===== src/rtl/ld_backend_block_seq.sv =====
// Load back-end block sequencer: walks a loaded token stream through the
// MyID word, NUM_IDS ID words, an attribute word, a block body of programmable
// length and an optional R-config tail. Words advance only when accepted
// (I_Valid & I_Ready). Counts completed blocks per load and flags a zero-length
// bypass entry.
//
//   state  | meaning
//   -------+------------------------------------------------------------
//   INIT   | idle, waiting for I_Event_Load
//   MYID   | expecting the MyID word
//   ID     | expecting NUM_IDS ID words (idcnt tracks position)
//   ATTRIB | expecting the attribute word; samples term/AGU/routing flags
//   BLOCK  | block body, len counts remaining words down to 1
//   TAIL   | R-config tail after a terminal block
module ld_backend_block_seq #(
    parameter int LEN_W      = 8,
    parameter int NUM_IDS    = 3,
    parameter int CNT_W      = 4,
    parameter int MAX_BLOCKS = 16,
    parameter bit EXTERNAL   = 1'b1
) (
    input  logic             clock,
    input  logic             reset,
    input  logic             I_Event_Load,
    input  logic             I_Indirect,
    input  logic             I_Valid,
    input  logic             I_Ready,
    input  logic             is_Bypass,
    input  logic             is_Term,
    input  logic             is_RoutingData,
    input  logic             is_End_Rename,
    input  logic             I_Term_AddrGen,
    input  logic             I_Set_RConfig,
    input  logic [LEN_W-1:0] I_Length,
    output logic             O_is_MyID,
    output logic             O_is_IDWord,
    output logic             O_is_AttributeWord,
    output logic             O_is_BlockWord,
    output logic             O_is_End_Block,
    output logic             O_is_End_Term_Block,
    output logic [CNT_W-1:0] O_Block_Count,
    output logic             O_Busy,
    output logic             O_Error
);

    typedef enum logic [2:0] {
        S_INIT,
        S_MYID,
        S_ID,
        S_ATTRIB,
        S_BLOCK,
        S_TAIL
    } state_t;

    localparam logic [LEN_W:0]   LEN_ONE   = (LEN_W+1)'(1);
    localparam logic [LEN_W:0]   LEN_ZERO  = '0;
    localparam logic [CNT_W-1:0] BLK_ONE   = CNT_W'(1);
    localparam logic [CNT_W:0]   BLK_LIMIT = (CNT_W+1)'(MAX_BLOCKS);
    localparam logic [2:0]       ID_LAST   = 3'(NUM_IDS - 1);

    state_t           state, state_nx;
    logic [LEN_W:0]   len, len_nx;
    logic [2:0]       idcnt, idcnt_nx;
    logic [CNT_W-1:0] blk, blk_nx;
    logic             term, term_nx;
    logic             agu, agu_nx;
    logic             end_blk, end_blk_nx;
    logic             err, err_nx;

    logic             accept;
    logic [LEN_W:0]   len_full;
    logic [LEN_W:0]   len_byp;
    logic [CNT_W:0]   blk_inc;
    logic [CNT_W-1:0] blk_sat;
    logic             max_hit;

    // Length is one bit wider than I_Length so the all-ones length plus one
    // still fits; block count saturates rather than wrapping.
    assign accept   = I_Valid & I_Ready;
    assign len_full = {1'b0, I_Length} + LEN_ONE;
    assign len_byp  = I_Indirect ? {1'b0, I_Length} : len_full;
    assign blk_inc  = {1'b0, blk} + (CNT_W+1)'(1);
    assign blk_sat  = (&blk) ? blk : blk + BLK_ONE;
    assign max_hit  = (blk_inc == BLK_LIMIT);

    // State register and all sequencing counters/flags.
    always_ff @(posedge clock or negedge reset) begin
        if (!reset) begin
            state   <= S_INIT;
            len     <= '0;
            idcnt   <= '0;
            blk     <= '0;
            term    <= 1'b0;
            agu     <= 1'b0;
            end_blk <= 1'b0;
            err     <= 1'b0;
        end else begin
            state   <= state_nx;
            len     <= len_nx;
            idcnt   <= idcnt_nx;
            blk     <= blk_nx;
            term    <= term_nx;
            agu     <= agu_nx;
            end_blk <= end_blk_nx;
            err     <= err_nx;
        end
    end

    // Next-state and next-counter logic; pulses default low every cycle.
    always_comb begin
        state_nx   = state;
        len_nx     = len;
        idcnt_nx   = idcnt;
        blk_nx     = blk;
        term_nx    = term;
        agu_nx     = agu;
        end_blk_nx = 1'b0;
        err_nx     = 1'b0;
        case (state)
            S_INIT: begin
                if (I_Event_Load) begin
                    if (!is_Bypass) begin
                        state_nx = S_MYID;
                        len_nx   = len_full;
                        idcnt_nx = '0;
                        blk_nx   = '0;
                        term_nx  = 1'b0;
                        agu_nx   = 1'b0;
                    end else if (len_byp != LEN_ZERO) begin
                        state_nx = S_BLOCK;
                        len_nx   = len_byp;
                        blk_nx   = '0;
                        term_nx  = is_Term;
                        agu_nx   = 1'b0;
                    end else begin
                        err_nx = 1'b1;
                    end
                end
            end
            S_MYID: begin
                if (I_Term_AddrGen) begin
                    state_nx = S_INIT;
                end else if (accept) begin
                    state_nx = S_ID;
                    idcnt_nx = '0;
                end
            end
            S_ID: begin
                if (accept) begin
                    if (idcnt == ID_LAST) begin
                        state_nx = S_ATTRIB;
                        idcnt_nx = '0;
                    end else begin
                        idcnt_nx = idcnt + 3'd1;
                    end
                end
            end
            S_ATTRIB: begin
                if (accept) begin
                    state_nx = S_BLOCK;
                    term_nx  = is_Term;
                    agu_nx   = I_Term_AddrGen;
                    len_nx   = is_RoutingData ? LEN_ONE : len;
                end else if (I_Term_AddrGen) begin
                    state_nx = S_INIT;
                end
            end
            S_BLOCK: begin
                agu_nx = agu | I_Term_AddrGen;
                if (is_End_Rename) begin
                    state_nx = S_INIT;
                    len_nx   = '0;
                    idcnt_nx = '0;
                    blk_nx   = '0;
                    term_nx  = 1'b0;
                    agu_nx   = 1'b0;
                end else if (accept && (len == LEN_ONE)) begin
                    blk_nx     = blk_sat;
                    end_blk_nx = 1'b1;
                    if (term && I_Set_RConfig) begin
                        state_nx = S_TAIL;
                        len_nx   = is_RoutingData ? LEN_ONE : len_full;
                    end else if (is_Bypass || agu || I_Term_AddrGen || max_hit || !EXTERNAL) begin
                        state_nx = S_INIT;
                        len_nx   = '0;
                    end else begin
                        state_nx = S_ATTRIB;
                        len_nx   = len_full;
                    end
                end else if (accept && (len != LEN_ZERO)) begin
                    len_nx = len - LEN_ONE;
                end
            end
            S_TAIL: begin
                if (accept) begin
                    if (len == LEN_ONE) begin
                        // Chaining back to MYID reloads the length for the next header.
                        state_nx = EXTERNAL ? S_MYID : S_INIT;
                        len_nx   = EXTERNAL ? len_full : LEN_ZERO;
                    end else if (len != LEN_ZERO) begin
                        len_nx = len - LEN_ONE;
                    end
                end else if (I_Term_AddrGen && !term) begin
                    state_nx = S_INIT;
                end
            end
            default: begin
                state_nx = S_INIT;
            end
        endcase
    end

    // Word-class decodes straight from the state register.
    always_comb begin
        O_is_MyID           = (state == S_MYID);
        O_is_IDWord         = (state == S_ID);
        O_is_AttributeWord  = (state == S_ATTRIB);
        O_is_BlockWord      = (state == S_BLOCK) || (state == S_TAIL);
        O_is_End_Term_Block = (state == S_BLOCK) && (len == LEN_ONE) && term;
        O_Busy              = (state != S_INIT);
        O_is_End_Block      = end_blk;
        O_Error             = err;
        O_Block_Count       = blk;
    end

endmodule


===== config.mk =====
export PLATFORM = sky130hd
export DESIGN_NAME = ld_backend_block_seq
export DESIGN_NICKNAME = d
export VERILOG_FILES = /design/src/rtl/ld_backend_block_seq.sv
export SDC_FILE = /design/constraint.sdc
export NUM_CORES = 1
export LEC_CHECK = 0
export CAP_MARGIN = 20
export CORE_ASPECT_RATIO = 0.8
export CORE_MARGIN = 4
export CORE_UTILIZATION = 25
export DETAILED_ROUTE_END_ITERATION = 8
export PLACE_DENSITY_LB_ADDON = 0.25
export RECOVER_POWER = 25
export SETUP_SLACK_MARGIN = 0.5
export SLEW_MARGIN = 20
export SYNTH_ARGS = -nofsm -noshare
export SYNTH_HDL_FRONTEND = slang
export SYNTH_SLANG_ARGS = --single-unit

===== constraint.sdc =====
create_clock -name clock -period 2.15 [get_ports clock]
set_input_delay 0.645 -clock clock [delete_from_list [all_inputs] [get_ports clock]]
set_output_delay 0.645 -clock clock [all_outputs]
set_load 0.01 [all_outputs]

==> flow_summary.yaml, run 1 <==
power:
  p_per_area_nw_per_um2: 984
  p_int_mw: 2.26
  ir_worst_vdd_uv: 522
  seqPwrFrac: 0.181
  leakagePower_nw: 1.78
  switching_share: 0.418
  pwr-share-comb: 0.743
  total_power_mw: 3.88
  clkPwrFrac: 0.076
  switching_power_mw: 1.62
yosys:
  muxShareOfSynthArea: 0.0406
  synth_area_um2: 2160
  ys_seq_elements: 23
  synth_xor_area_frac: 0.0771
  yosys.area_share.simple: 0.314
  synth-compound-area-share: 0.219
  synth_top_family_by_area: "simple AND/OR/NAND/NOR gates"
  synth-async-reset-ratio: 1.00
  seq_area_frac_synth: 0.267
  synth-adder-area-share: 0.0290
  ys.flop_type: "dfrtp_1"
  syn_inst: 272
  synth.distinct_cells: 60
  synth_fp_nets: 297
  yosysWarnings: 0
  syn_avg_cell_area_um2: 7.94
  synth_edf_count: 0
setup_path:
  r2r_slack_ns: -0.02
  worstPathRequired_ns: 1.50
  end_kind: "output port"
  path_max_fanout: 2
  cp-endpoint: "O_is_End_Term_Block"
  slowest_delay_ns: 0.42
  cp-startpoint: "len[4]"
  path_class: "reg2out"
  r2r_cells: 9
  rr_startpoint: "len[4]"
  crit_path_top_delay_cell: "dfrtp_1"
  path_cells: "nor3_4 -> nor3b_4 -> nand3_2 -> nor2_4 -> buf_6"
  r2r-end: "O_Block_Count[2]"
  startpoint_type: "flop"
  arrival_ns: 1.53
floorplan:
  die_h_um: 91.1
  coreArea_um2: 8450
  die_w_um: 112
  io_pins: 32
  die_area_um2: 10200
  start_util: 0.256
  std_cell_rows: 30
global_route:
  grt_max_degree: 24
  antenna_found_initial: 0
  grt_usage: 0.158
  grt_pass1_vias: 2588
  grt_overflow: 0
  grt_pass1_wl_um: 13100
clock_network:
  numCtsBuffers: 3
  clock_sinks: 23
  path_clk_slew_ns: 0.09
  cts_tree: "done"
  insertion_delay_ns: 0.28
  holdBufCountCts: 0
  cts-root-buf: "clkbuf_8"
  htreeDepth: 1
  clockBufferDepth: 2
drt:
  drc: 0
  viasPerCell: 4.73
  vias: 2498
  wl_per_cell_um: 14.9
  routed.top_layer: "met4"
  dr.pass1.iters: 4
  dr_wl_met3_um: 328
  drt_iter0_drc: 71
  wl_um: 7840
  met1Wirelength_um: 3710
  postRouteAntennaNets: 0
  wl_met2_um: 3700
timing:
  fmaxAchievable_ghz: 0.461
  setup-violations-final: 3
  finalCritPeriodShare: 1.01
  fin_crit_ns: 2.17
  finalHoldViolations: 0
  relSlewSlack: 0.565
  setup_tns_ns: -0.0459
  skew_ns: 0.00464
  timing.final.ws_setup_ns: -0.0201
  drv_slew: 0
  worst_pin_slew_ns: 0.652
  rsz0062_at_grt: "true"
finish:
  final_area_um2: 3950
  drive_gt1_frac: 0.538
  area_growth_syn_to_layout_pct: 82.8
  diodes: 0
  nNetsFinal: 442
  fill_cells: 805
placed_design:
  placed_cell_area_um2: 3250
  io_buffers: 31
  gp_congestion: 0.861
  dp_hpwl_um: 5700
worst_hold_path:
  hold_class: "reg2reg"
run_status:
  status: "finished, violations left"
  violations: "setup timing"
job:
  maxCapViolations: 0
[cells in the mapped netlist (all sizes together), types with 2 or more instances]
cell,instances,area share
nor2,37,0.069
nand2,30,0.052
o21ai,27,0.064
dfrtp,23,0.27
a21oi,16,0.037
buf,11,0.030
inv,11,0.019
xor2,11,0.045
nor3,10,0.031
nand3,8,0.027
o22ai,8,0.023
xnor2,8,0.032
a31oi,5,0.021
ha,5,0.029
mux2i,5,0.023
nand2b,4,0.012
nor2b,4,0.012
or3,4,0.014
clkbuf,3,0.0052
mux2,3,0.017
nor3b,3,0.013
nor4b,3,0.012
or2,3,0.0087
a211oi,2,0.0070
a21o,2,0.0070
a22oi,2,0.013
a2bb2oi,2,0.0081
and2,2,0.0058
and3,2,0.0058
nand3b,2,0.0070
nand4b,2,0.015
nor4,2,0.013
o211ai,2,0.0093
[power groups by stage]
stage,combinational (mW),clock (mW),sequential (mW)
after detailed placement,2.03,0,0.704
after CTS,2.72,0.299,0.701
after floorplan,1.10,0,0.702
after global routing,3.11,0.315,0.721
final,2.89,0.293,0.703
after global placement,2.02,0,0.702
[registers in the layout, indices dropped and copies added, names as in the netlist]
signal,flops
term,1
len,9
agu,1
state,3
O_Block_Count,4
O_is_End_Block,1
O_Error,1
idcnt,3
[layout by cell type (no fill, tap or decap), types with 3 or more instances in the layout]
master	n
o21ai_2	8
or3_4	3
buf_4	87
nor2_4	4
xnor2_1	8
nor2_1	32
buf_8	3
o22ai_1	7
a21oi_1	11
a21oi_2	3
a31oi_1	3
nand2_2	7
clkbuf_8	3
buf_2	11
nand2b_1	3
dlygate4sd2_1	6
inv_1	8
ha_1	4
mux2i_1	5
nor3_4	4
nor3_1	4
nand3_1	4
dfrtp_1	21
xor2_1	10
o21ai_1	9
clkdlybuf4s50_1	3
o21ai_0	8
mux2_4	3
buf_6	40
nand2_1	23
[cell families (layout without fill, tap and decap cells)]
logic type               after synthesis  count (layout)
XOR/XNOR                              19              19
AO/OA/AOI/OAI                         73              73
adder cells (fa/ha/maj)                5               5
buffers and inverters                 25             169
multiplexers                           8               8
AND/OR/NAND/NOR                      119             119
flip-flops                            23              23
[critical path, delay by kind of cell (launching register included)]
kind                   cells  cell delay (ns)
AND/OR/NAND/NOR            4             0.73
buffers and inverters      1             0.10
flip-flops                 1             0.42
[worst min path at each step]
stage                        start          endpoint  slack, ns  depth (start not counted)
after floorplan              reset  O_Block_Count[0]       0.35                          0
after global placement    idcnt[2]          idcnt[2]       0.50                          2
after detailed placement  idcnt[1]          idcnt[1]       0.51                          1
after CTS                 idcnt[1]          idcnt[1]       0.50                          1
after global routing      idcnt[1]          idcnt[1]       0.53                          1
final                     idcnt[1]          idcnt[1]       0.51                          1
[repair_timing]
action	in CTS	in global routing
pin swaps	44	19
buffers inserted	30	3
cloned	1	0
gates resized for setup	198	25
setup endpoints to repair	34	29
[metal layers]
layer / track usage / up-vias
met3: 0.0280 / 12
met1: 0.217 / 1168
li1: - / 1252
met5: 0 / -
met2: 0.259 / 66
met4: 0.0324 / 0
[through the flow]
| stage | utilization | worst slack [ns] | hold WS, ns | cells |
|---|---|---|---|---|
| 2_1_floorplan | - | -0.192 | 0.349 | 272 |
| 3_3_place_gp | 0.385 | -0.897 | 0.499 | 490 |
| 3_5_place_dp | 0.385 | -0.898 | 0.507 | 490 |
| 4_1_cts | 0.456 | -0.0490 | 0.503 | 525 |
| 5_1_grt | 0.467 | -0.117 | 0.532 | 528 |
| 6_report | 0.467 | -0.0201 | 0.506 | 528 |
[final cells by class]
| cell class | count | area, um^2 | area share |
|---|---|---|---|
| Clock buffer | 3 | 41.3 | 0.0105 |
| Sequential cell | 23 | 578 | 0.147 |
| Multi-Input combinational cell | 224 | 1820 | 0.461 |
| Inverter | 11 | 43.8 | 0.0111 |
| Tap cell | 112 | 140 | 0.0355 |
| Timing Repair Buffer | 154 | 1320 | 0.334 |
| Clock inverter | 1 | 5.00 | 0.00127 |
Note: power is estimated with default switching activity, not from simulation.
==> run 2: changes to the inputs <==
Settings changed: CTS_CLUSTER_SIZE set to 8.
==> results of run 2 <==
Final layout, timing and power as in run 1 (identical DEF).
==> run 3: changes to the inputs <==
Settings changed: TNS_END_PERCENT set to 50.
==> flow_summary.yaml, run 3 (synthesis gave the netlist of run 1 again) <==
run_status:
  status: "complete, no violations"
finish:
  final_cell_mix: "buf_4, nor2_1, nand2_1"
  final_area_um2: 3620
  area_growth_syn_to_layout_pct: 67.6
  diodes: 0
  top_register: "len"
  nNetsFinal: 420
  drive_gt1_frac: 0.467
  largest_reg_flops: 9
  mostFrequentLayoutCell: "buf_4"
clock_network:
  cts_tree: "done"
  numCtsBuffers: 3
  insertion_delay_ns: 0.27
  clock_sinks: 23
  htreeDepth: 1
  clockBufferDepth: 2
  cts-root-buf: "clkbuf_8"
  path_clk_slew_ns: 0.09
timing:
  finalHoldViolations: 0
  fmaxAchievable_ghz: 0.468
  relSlewSlack: 0.585
  skew_ns: 0.00675
  drv_slew: 0
  fin_crit_ns: 2.14
  worst_pin_slew_ns: 0.622
  setup-violations-final: 0
  finalCritPeriodShare: 0.995
  timing.hold.ws_ns: 0.503
  rsz0062_at_grt: "true"
floorplan:
  std_cell_rows: 30
  io_pins: 32
  die_area_um2: 10200
  coreArea_um2: 8450
  die_w_um: 112
  start_util: 0.256
  die_h_um: 91.1
global_route:
  grt_pass1_vias: 2338
  grt_usage: 0.140
  grt_pass1_wl_um: 11800
  grt_max_degree: 24
  antenna_found_initial: 0
  grt_overflow: 0
drt:
  postRouteAntennaNets: 0
  vias: 2350
  drt_iter0_drc: 116
  dr.pass1.iters: 4
  viasPerCell: 4.64
  drc: 0
  wl_per_cell_um: 14.1
  wl_um: 7160
placed_design:
  dp_hpwl_um: 5640
  placed_cell_area_um2: 3210
  io_buffers: 31
  gp_congestion: 0.861
setup_path:
  path_max_fanout: 6
  path_delay_family: "simple AND/OR/NAND/NOR gates"
  arrival_ns: 2.30
  crit_buf_inv: 1
  path_class: "in2reg"
  startpoint_type: "input pin"
  end_kind: "flop"
  path_cells: "buf_8 -> ha_4 -> nand3_4 -> xor2_2 -> nor2b_4 -> a31oi_4 -> nor2_4 -> or3_4 -> mux2_4"
  crit_path_top_delay_cell: "or3_4"
  worstPathRequired_ns: 2.31
  slowest_delay_ns: 0.39
power:
  total_power_mw: 3.37
  leakagePower_nw: 1.69
  switching_share: 0.425
  switching_power_mw: 1.43
  p_per_area_nw_per_um2: 933
  pwr-share-comb: 0.704
  clkPwrFrac: 0.083
  ir_worst_vdd_uv: 286
  seqPwrFrac: 0.213
  p_int_mw: 1.94
job:
  maxCapViolations: 0
worst_hold_path:
  hold_class: "reg2reg"
## run 3: cell count changes in the layout (fill, tap and decap cells not counted), sizes merged
cell | before | now
buf | 141 | 110
clkbuf | 5 | 10
dlymetal6s2s | 0 | 5
clkinv | 1 | 0
clkinvlp | 0 | 1
dlygate4sd2 | 6 | 5
## run 3: worst paths after layout
| kind | start | to | slack (ns) | cells after the start |
|---|---|---|---|---|
| worst max-delay path | I_Length[0] | state[1] | 0.01 | 9 |
| worst min-delay path | idcnt[1] | idcnt[1] | 0.50 | 1 |
| worst max register to register | len[4] | state[1] | 0.05 | 9 |
| worst min register to register | idcnt[1] | idcnt[1] | 0.50 | 1 |
| max in group asynchronous | reset | state[1] | 0.79 | 2 |
| min in group asynchronous | reset | len[6] | 0.92 | 2 |
## run 3: power groups by stage
stage	Sequential, mW	Combinational, mW	Clock, mW
after floorplan	0.701	1.09	0
after global placement	0.700	1.97	0
after detailed placement	0.703	1.97	0
after CTS	0.706	2.18	0.296
after global routing	0.736	2.56	0.317
final	0.719	2.38	0.280
## run 3: metrics by stage
| stage | worst slack [ns] | util | cells | TNS (ns) |
|---|---|---|---|---|
| floorplan | -0.192 | - | 272 | -0.710 |
| global placement | -0.740 | 0.380 | 487 | -12.49 |
| detailed placement | -0.785 | 0.380 | 487 | -12.83 |
| CTS | 0.0143 | 0.413 | 502 | 0 |
| global route | -0.0613 | 0.428 | 506 | -0.238 |
| finish | 0.0113 | 0.428 | 506 | 0 |
## run 3: metal layers
layer / wire, um / share of wire / GRT usage / vias to the layer above
met1: 3860 / 0.54 / 0.214 / 1101
met2: 3100 / 0.43 / 0.213 / 36
met3: 162 / 0.023 / 0.0147 / 2
li1: - / - / - / 1211
met4: 37 / 0.0052 / 0.0223 / 0
met5: 0 / 0 / 0 / -
## run 3: final cells by class
type	instances	area (um^2)
clock buffer	3	41.3
timing repair buffer	132	1080
inverter	11	41.3
tap	112	140
clock inverter	1	7.51
fill	874	4830
sequential	23	577
multi-input combinational	224	1730
## run 3: timing repair
item	4_1_cts	5_1_grt
setup endpoints to repair	35	34
pin swaps	26	21
cloned	1	0
gates resized for setup	97	57
hold buffers	0	0
setup buffers	10	4
